## config.mk

```make
export PLATFORM = sky130hd
export DESIGN_NAME = imm_gen_pipe_flat
export DESIGN_NICKNAME = d
export VERILOG_FILES = /design/src/rtl/imm_gen_pipe_if.sv /design/src/rtl/imm_gen_pipe.sv /design/src/flat_wrapper.sv
export SDC_FILE = /design/constraint.sdc
export NUM_CORES = 1
export LEC_CHECK = 0
export ABC_AREA = 1
export CAP_MARGIN = 30
export CORE_MARGIN = 1
export CORE_UTILIZATION = 43
export CTS_BUF_LIST = sky130_fd_sc_hd__clkbuf_8
export CTS_CLUSTER_DIAMETER = 200
export DETAILED_ROUTE_END_ITERATION = 12
export PLACE_DENSITY = 0.77
export SLEW_MARGIN = 20
export SYNTH_ARGS = -nofsm -noshare
export SYNTH_HDL_FRONTEND = slang
export SYNTH_SLANG_ARGS = --single-unit
```

## constraint.sdc

```tcl
create_clock -name clk_i -period 1.3 [get_ports clk_i]
set_clock_uncertainty 0.05 [all_clocks]
set_input_delay 0.195 -clock clk_i [delete_from_list [all_inputs] [get_ports clk_i]]
set_output_delay 0.195 -clock clk_i [all_outputs]
set_load 0.02 [all_outputs]
```

## src/rtl/imm_gen_pipe_if.sv

```systemverilog
// Handshake bundle for imm_gen_pipe: upstream instruction channel plus downstream immediate channel.
// illegal_o exists only when IMM_GEN_ILLEGAL_CHK_EN is defined.
interface imm_gen_pipe_if #(
   parameter int XLEN = 32
);
   logic            valid_i;
   logic            ready_o;
   logic [31:0]     instr_i;
   logic            valid_o;
   logic            ready_i;
   logic [31:0]     instr_o;
   logic [XLEN-1:0] imm_o;
   logic [2:0]      fmt_o;
`ifdef IMM_GEN_ILLEGAL_CHK_EN
   logic            illegal_o;
`endif

   modport slave (
      input  valid_i, instr_i, ready_i,
      output ready_o, valid_o, instr_o, imm_o, fmt_o
`ifdef IMM_GEN_ILLEGAL_CHK_EN
      , output illegal_o
`endif
   );

   modport master (
      output valid_i, instr_i, ready_i,
      input  ready_o, valid_o, instr_o, imm_o, fmt_o
`ifdef IMM_GEN_ILLEGAL_CHK_EN
      , input  illegal_o
`endif
   );
endinterface

```

## src/rtl/imm_gen_pipe.sv

```systemverilog
// Elastic pipelined RV32I/RV64I immediate generator with STAGES valid/ready register stages.
// Optional unknown-opcode flag (illegal_o) enabled by defining IMM_GEN_ILLEGAL_CHK_EN.
module imm_gen_pipe #(
   parameter int XLEN   = 32,
   parameter int STAGES = 1
) (
   input  logic         clk_i,
   input  logic         rst_n_i,
   input  logic         flush_i,
   imm_gen_pipe_if.slave bus
);

   localparam logic [6:0] OP_LOAD   = 7'b0000011;
   localparam logic [6:0] OP_IMM    = 7'b0010011;
   localparam logic [6:0] OP_JALR   = 7'b1100111;
   localparam logic [6:0] OP_FENCE  = 7'b0001111;
   localparam logic [6:0] OP_SYSTEM = 7'b1110011;
   localparam logic [6:0] OP_IMM32  = 7'b0011011;
   localparam logic [6:0] OP_STORE  = 7'b0100011;
   localparam logic [6:0] OP_BRANCH = 7'b1100011;
   localparam logic [6:0] OP_LUI    = 7'b0110111;
   localparam logic [6:0] OP_AUIPC  = 7'b0010111;
   localparam logic [6:0] OP_JAL    = 7'b1101111;

   localparam logic [2:0] FMT_NONE = 3'd0;
   localparam logic [2:0] FMT_J    = 3'd1;
   localparam logic [2:0] FMT_U    = 3'd2;
   localparam logic [2:0] FMT_S    = 3'd3;
   localparam logic [2:0] FMT_B    = 3'd4;
   localparam logic [2:0] FMT_I    = 3'd5;

   logic [31:0]     instr_w;
   logic [6:0]      opcode;
   logic [2:0]      fmt_dec;
   logic [31:0]     imm32_dec;
   logic [XLEN-1:0] imm_dec;

   assign instr_w = bus.instr_i;
   assign opcode  = instr_w[6:0];

   always_comb begin
      fmt_dec   = FMT_NONE;
      imm32_dec = '0;
      case (opcode)
         OP_LOAD, OP_IMM, OP_JALR, OP_FENCE, OP_SYSTEM: begin
            fmt_dec   = FMT_I;
            imm32_dec = {{20{instr_w[31]}}, instr_w[31:20]};
         end
         OP_IMM32: begin
            if (XLEN == 64) begin
               fmt_dec   = FMT_I;
               imm32_dec = {{20{instr_w[31]}}, instr_w[31:20]};
            end
         end
         OP_STORE: begin
            fmt_dec   = FMT_S;
            imm32_dec = {{20{instr_w[31]}}, instr_w[31:25], instr_w[11:7]};
         end
         OP_BRANCH: begin
            fmt_dec   = FMT_B;
            imm32_dec = {{19{instr_w[31]}}, instr_w[31], instr_w[7],
                         instr_w[30:25], instr_w[11:8], 1'b0};
         end
         OP_LUI, OP_AUIPC: begin
            fmt_dec   = FMT_U;
            imm32_dec = {instr_w[31:12], 12'b0};
         end
         OP_JAL: begin
            fmt_dec   = FMT_J;
            imm32_dec = {{11{instr_w[31]}}, instr_w[31], instr_w[19:12],
                         instr_w[20], instr_w[30:21], 1'b0};
         end
         default: begin
            fmt_dec   = FMT_NONE;
            imm32_dec = '0;
         end
      endcase
   end

   // Every 32-bit immediate is already sign-extended, so widening to XLEN is a signed cast.
   assign imm_dec = XLEN'($signed(imm32_dec));

`ifdef IMM_GEN_ILLEGAL_CHK_EN
   logic rtype_dec;
   logic illegal_dec;
   assign rtype_dec   = (opcode == 7'b0110011) || ((XLEN == 64) && (opcode == 7'b0111011));
   assign illegal_dec = (fmt_dec == FMT_NONE) && !rtype_dec;
`endif

   logic [STAGES-1:0] valid_q, valid_d;
   logic [31:0]       instr_q [STAGES];
   logic [31:0]       instr_d [STAGES];
   logic [XLEN-1:0]   imm_q   [STAGES];
   logic [XLEN-1:0]   imm_d   [STAGES];
   logic [2:0]        fmt_q   [STAGES];
   logic [2:0]        fmt_d   [STAGES];
`ifdef IMM_GEN_ILLEGAL_CHK_EN
   logic [STAGES-1:0] illegal_q, illegal_d;
`endif
   logic [STAGES:0]   adv;

   // A stage advances when empty or when the stage after it advances; the tail follows ready_i.
   always_comb begin
      adv[STAGES] = bus.ready_i;
      for (int k = STAGES - 1; k >= 0; k--) begin
         adv[k] = !valid_q[k] || adv[k+1];
      end
   end

   always_comb begin
      valid_d = valid_q;
      instr_d = instr_q;
      imm_d   = imm_q;
      fmt_d   = fmt_q;
`ifdef IMM_GEN_ILLEGAL_CHK_EN
      illegal_d = illegal_q;
`endif
      if (flush_i) begin
         valid_d = '0;
      end else begin
         if (adv[0]) begin
            valid_d[0] = bus.valid_i;
            if (bus.valid_i) begin
               instr_d[0] = instr_w;
               imm_d[0]   = imm_dec;
               fmt_d[0]   = fmt_dec;
`ifdef IMM_GEN_ILLEGAL_CHK_EN
               illegal_d[0] = illegal_dec;
`endif
            end
         end
         for (int k = 1; k < STAGES; k++) begin
            if (adv[k]) begin
               valid_d[k] = valid_q[k-1];
               if (valid_q[k-1]) begin
                  instr_d[k] = instr_q[k-1];
                  imm_d[k]   = imm_q[k-1];
                  fmt_d[k]   = fmt_q[k-1];
`ifdef IMM_GEN_ILLEGAL_CHK_EN
                  illegal_d[k] = illegal_q[k-1];
`endif
               end
            end
         end
      end
   end

   always_ff @(posedge clk_i or negedge rst_n_i) begin
      if (!rst_n_i) begin
         valid_q <= '0;
         for (int k = 0; k < STAGES; k++) begin
            instr_q[k] <= '0;
            imm_q[k]   <= '0;
            fmt_q[k]   <= '0;
         end
`ifdef IMM_GEN_ILLEGAL_CHK_EN
         illegal_q <= '0;
`endif
      end else begin
         valid_q <= valid_d;
         instr_q <= instr_d;
         imm_q   <= imm_d;
         fmt_q   <= fmt_d;
`ifdef IMM_GEN_ILLEGAL_CHK_EN
         illegal_q <= illegal_d;
`endif
      end
   end

   assign bus.ready_o = adv[0];
   assign bus.valid_o = valid_q[STAGES-1];
   assign bus.instr_o = instr_q[STAGES-1];
   assign bus.imm_o   = imm_q[STAGES-1];
   assign bus.fmt_o   = fmt_q[STAGES-1];
`ifdef IMM_GEN_ILLEGAL_CHK_EN
   assign bus.illegal_o = illegal_q[STAGES-1];
`endif

endmodule

```

## src/flat_wrapper.sv

```systemverilog
// flat-port wrapper written by rule: the top's interface ports become plain ports
module imm_gen_pipe_flat 
#(
   parameter int XLEN   = 32,
   parameter int STAGES = 1
)
  (clk_i, rst_n_i, flush_i, bus_valid_i, bus_instr_i, bus_ready_i, bus_ready_o, bus_valid_o, bus_instr_o, bus_imm_o, bus_fmt_o);
  imm_gen_pipe_if #(.XLEN(XLEN)) bus_i ();
  input  logic clk_i;
  input  logic rst_n_i;
  input  logic flush_i;
  input wire logic [$bits(bus_i.valid_i)-1:0] bus_valid_i;
  input wire logic [$bits(bus_i.instr_i)-1:0] bus_instr_i;
  input wire logic [$bits(bus_i.ready_i)-1:0] bus_ready_i;
  output wire logic [$bits(bus_i.ready_o)-1:0] bus_ready_o;
  output wire logic [$bits(bus_i.valid_o)-1:0] bus_valid_o;
  output wire logic [$bits(bus_i.instr_o)-1:0] bus_instr_o;
  output wire logic [$bits(bus_i.imm_o)-1:0] bus_imm_o;
  output wire logic [$bits(bus_i.fmt_o)-1:0] bus_fmt_o;
  assign bus_i.valid_i = bus_valid_i;
  assign bus_i.instr_i = bus_instr_i;
  assign bus_i.ready_i = bus_ready_i;
  assign bus_ready_o = bus_i.ready_o;
  assign bus_valid_o = bus_i.valid_o;
  assign bus_instr_o = bus_i.instr_o;
  assign bus_imm_o = bus_i.imm_o;
  assign bus_fmt_o = bus_i.fmt_o;
  imm_gen_pipe #(.XLEN(XLEN), .STAGES(STAGES)) u_core (.clk_i(clk_i), .rst_n_i(rst_n_i), .flush_i(flush_i), .bus(bus_i));
endmodule
```

==> impl_metrics.env <==
export IMPL_status="complete, but fails checks"
export IMPL_violations="setup timing"
export IMPL_grt_util_all_layers_pct=23.7
export IMPL_initial_core_util_pct=45.3
export IMPL_cts_sinks=68
export IMPL_dieArea_mm2=0.00811
export IMPL_arrival_ps=1070
export IMPL_grt_pass1_wl_um=15500
export IMPL_synth_cell_types=20
export IMPL_cts_buffers=9
export IMPL_synth_simple_area_share_pct=39.3
export IMPL_wl_um=9530
export IMPL_tightest_slew_ps=367
export IMPL_required_ps=1050
export IMPL_maxCapViolations=0
export IMPL_worst_path_buf_inv=1
export IMPL_port_buffers=105
export IMPL_syn_area_mm2=0.00334
export IMPL_final_setup_worst_slack_ps=-16.2
export IMPL_clock_path_buffers=2
export IMPL_final_hold_violation_count=0
export IMPL_timing_fmax_mhz=760
export IMPL_irDropWorstVdd_mv=0.612
export IMPL_drive_above_1_share_pct=19.6
export IMPL_setup_viol=2
export IMPL_hold_end="u_core.bus.instr_o[0]"
export IMPL_clk_latency_ps=350
export IMPL_slew_violations=0
export IMPL_grt_overflow_total=0
export IMPL_synth_fa_ha_area_share_pct=0
export IMPL_grt_start_max_net_pins=69
export IMPL_muxShareOfSynthArea_pct=0
export IMPL_min_path_cells=3
export IMPL_nFillCells=625
export IMPL_syn_inst=454
export IMPL_hp_class="in2reg"
export IMPL_drtIter0Drc=218
export IMPL_io_pins=106
export IMPL_ant_nets=0
export IMPL_areaGrowthSynthToFinish_pct=45.0
export IMPL_fin_setup_tns_ps=-31.8
export IMPL_p_int_w=0.00372
export IMPL_die_x_um=90.1
export IMPL_holdCritStartpoint="bus_instr_i[0]"
export IMPL_cp_max_fo=2
export IMPL_final_period_utilization_pct=101
export IMPL_synth_most_common_cell="nand2_1"
export IMPL_yosysSeqAreaShare_pct=51.0
export IMPL_place_congestion=0.799
export IMPL_drc_errors=0
export IMPL_root_buffer="clkbuf_8"
export IMPL_pre_cts_ws_ps=-590
export IMPL_critPathCaptureType="primary output"
export IMPL_synth_area_per_cell_um2=7.35
export IMPL_yosys_warnings=0
export IMPL_synth_edf_count=0
export IMPL_critPathKind="reg2out"
export IMPL_combPwrFrac_pct=22.1
export IMPL_rows=31
export IMPL_postLayoutCoreUtil_pct=65.7
export IMPL_async_flop_share_pct=100
export IMPL_htree_levels=3
export IMPL_r2r_end="u_core.bus.imm_o[24]"
export IMPL_synth_nets=491
export IMPL_n_antenna_cell=0
export IMPL_ys_seq_elements=68
export IMPL_dominantRegCellSynth="dfrtp_1"
export IMPL_ys_top_cells_by_count="nand2_1, dfrtp_1, nand3_1"
export IMPL_clkTransAtPathRegs_ps=80
export IMPL_swShare_pct=32.2
export IMPL_p_leak_nw=2.80
export IMPL_switching_power_w=0.00176
export IMPL_seqPwrFrac_pct=44.5
export IMPL_synth_top_family_by_area="simple AND/OR/NAND/NOR gates"
export IMPL_cp_top_family="flip-flops"
export IMPL_dp_hpwl_um=6420
export IMPL_cts_tree="done"
export IMPL_cp_start_kind="flop"
export IMPL_slowest_delay_ps=410
export IMPL_power_frac_clock_pct=33.4
export IMPL_viasPerCell=5.06
export IMPL_cpMaxStageDelayCell="dfrtp_2"
export IMPL_r2r_start="u_core.bus.valid_o"
export IMPL_synth_top_area_share_pct=51.0
export IMPL_post_synth_top_area_cell="dfrtp_1"
export IMPL_grt_pass1_vias=3309
export IMPL_core_mm2=0.00737
export IMPL_path_cells="dlygate4sd2_1"
export IMPL_synth_area_leaders="dfrtp_1, nand2_1, nand3_1, nor2_1, inv_1"
export IMPL_route_detailed_wl_per_inst_um=14.0
export IMPL_relSlewSlack_pct=75.5
export IMPL_rsz0062_at_grt="true"
export IMPL_synth_compound_area_share_pct=2.85
export IMPL_fp_dieH_um=90.1
export IMPL_antenna_found_initial=0
export IMPL_power_density_mw_per_mm2=1130
export IMPL_fin_nets=614
export IMPL_fin_crit_ps=1320
export IMPL_synth_xor_area_share_pct=0
export IMPL_drtPass1Iterations=5
export IMPL_vias=3444
export IMPL_ff2ff_path_depth=7
export IMPL_ff2ff_setup_slack_ps=30
==> state kept, by name, indices dropped and copies added (netlist names) <==
register / flops
u_core.bus.imm_o: 32
u_core.bus.instr_o: 32
u_core.bus.fmt_o: 3
u_core.bus.valid_o: 1
==> worst reg2reg max path: cells and delay by family (launching register included) <==
kind | cells | cell delay, ps
flops | 1 | 410
buf+inv | 3 | 330
simple gates | 4 | 380
==> placed cells by master, fill, tap and decap left out, drive strengths merged, types with 3 or more instances in the layout <==
master | Yosys | layout
buf | 18 | 28
nand3 | 38 | 38
dlygate4sd2 | 0 | 8
inv | 26 | 29
a21oi | 4 | 4
clkbuf | 5 | 41
clkdlybuf4s50 | 0 | 28
nor2 | 38 | 40
o21ai | 15 | 15
clkinv | 1 | 3
clkdlybuf4s15 | 0 | 36
dfrtp | 68 | 68
nand2 | 240 | 240
==> cell type report <==
type | instances | area (um2) | area share [%]
Tap cell | 99 | 124 | 2.56
Clock inverter | 7 | 81.3 | 1.68
Timing Repair Buffer | 133 | 1220 | 25.3
Clock buffer | 9 | 124 | 2.56
Sequential cell | 68 | 1700 | 35.2
Multi-Input combinational cell | 338 | 1480 | 30.6
Inverter | 27 | 104 | 2.15
==> power groups by stage <==
stage          clock network, W  logic, W  registers (W)
6_report                0.00183   0.00121        0.00244
5_1_grt                 0.00195   0.00131        0.00247
4_1_cts                 0.00185   0.00122        0.00244
3_5_place_dp                  0   0.00133        0.00248
3_3_place_gp                  0   0.00130        0.00247
2_1_floorplan                 0  0.000331        0.00273
==> metrics by stage <==
stage / hold WS (ps) / cells / total power, W / instance area [um2]
finish: 157 / 681 / 0.00549 / 4840
floorplan: -151 / 454 / 0.00306 / 3390
CTS: 155 / 676 / 0.00551 / 4890
global route: 214 / 681 / 0.00573 / 4840
global placement: 196 / 659 / 0.00378 / 4660
detailed placement: 195 / 659 / 0.00380 / 4660
==> routing by layer <==
metal,global-route usage [%],vias to the layer above,share of wire (%)
met4,7.80,0,1.9
met1,31.1,1631,42
met5,0,-,0
li1,-,1643,-
met3,4.74,20,7.9
met2,39.4,150,48
==> timing repair <==
action	4_1_cts	5_1_grt
gates cloned	0	3
hold endpoints to repair	68	0
buffers inserted	0	2
pin swaps	5	5
hold buffers	1	0
gates resized for setup	154	55
setup endpoints to repair	104	81
==> worst max path at each step <==
stage                             startpoint                   end  slack, ps  depth (start not counted)
final                     u_core.bus.valid_o           bus_valid_o        -20                          1
after global routing      u_core.bus.valid_o           bus_ready_o        -60                          4
after CTS                 u_core.bus.valid_o           bus_ready_o       -250                          4
after detailed placement      bus_instr_i[2]  u_core.bus.imm_o[10]       -590                         10
after global placement        bus_instr_i[2]   u_core.bus.imm_o[6]       -490                         10
after floorplan           u_core.bus.valid_o  u_core.bus.imm_o[16]          6                          8
==> logic make-up (layout without fill, tap and decap cells) <==
group / count (synthesis) / after routing
AO/OA/AOI/OAI: 19 / 19
buffers and inverters: 50 / 176
flip-flops: 68 / 68
AND/OR/NAND/NOR: 317 / 319
No activity file was read; power rests on OpenSTA's default activity.
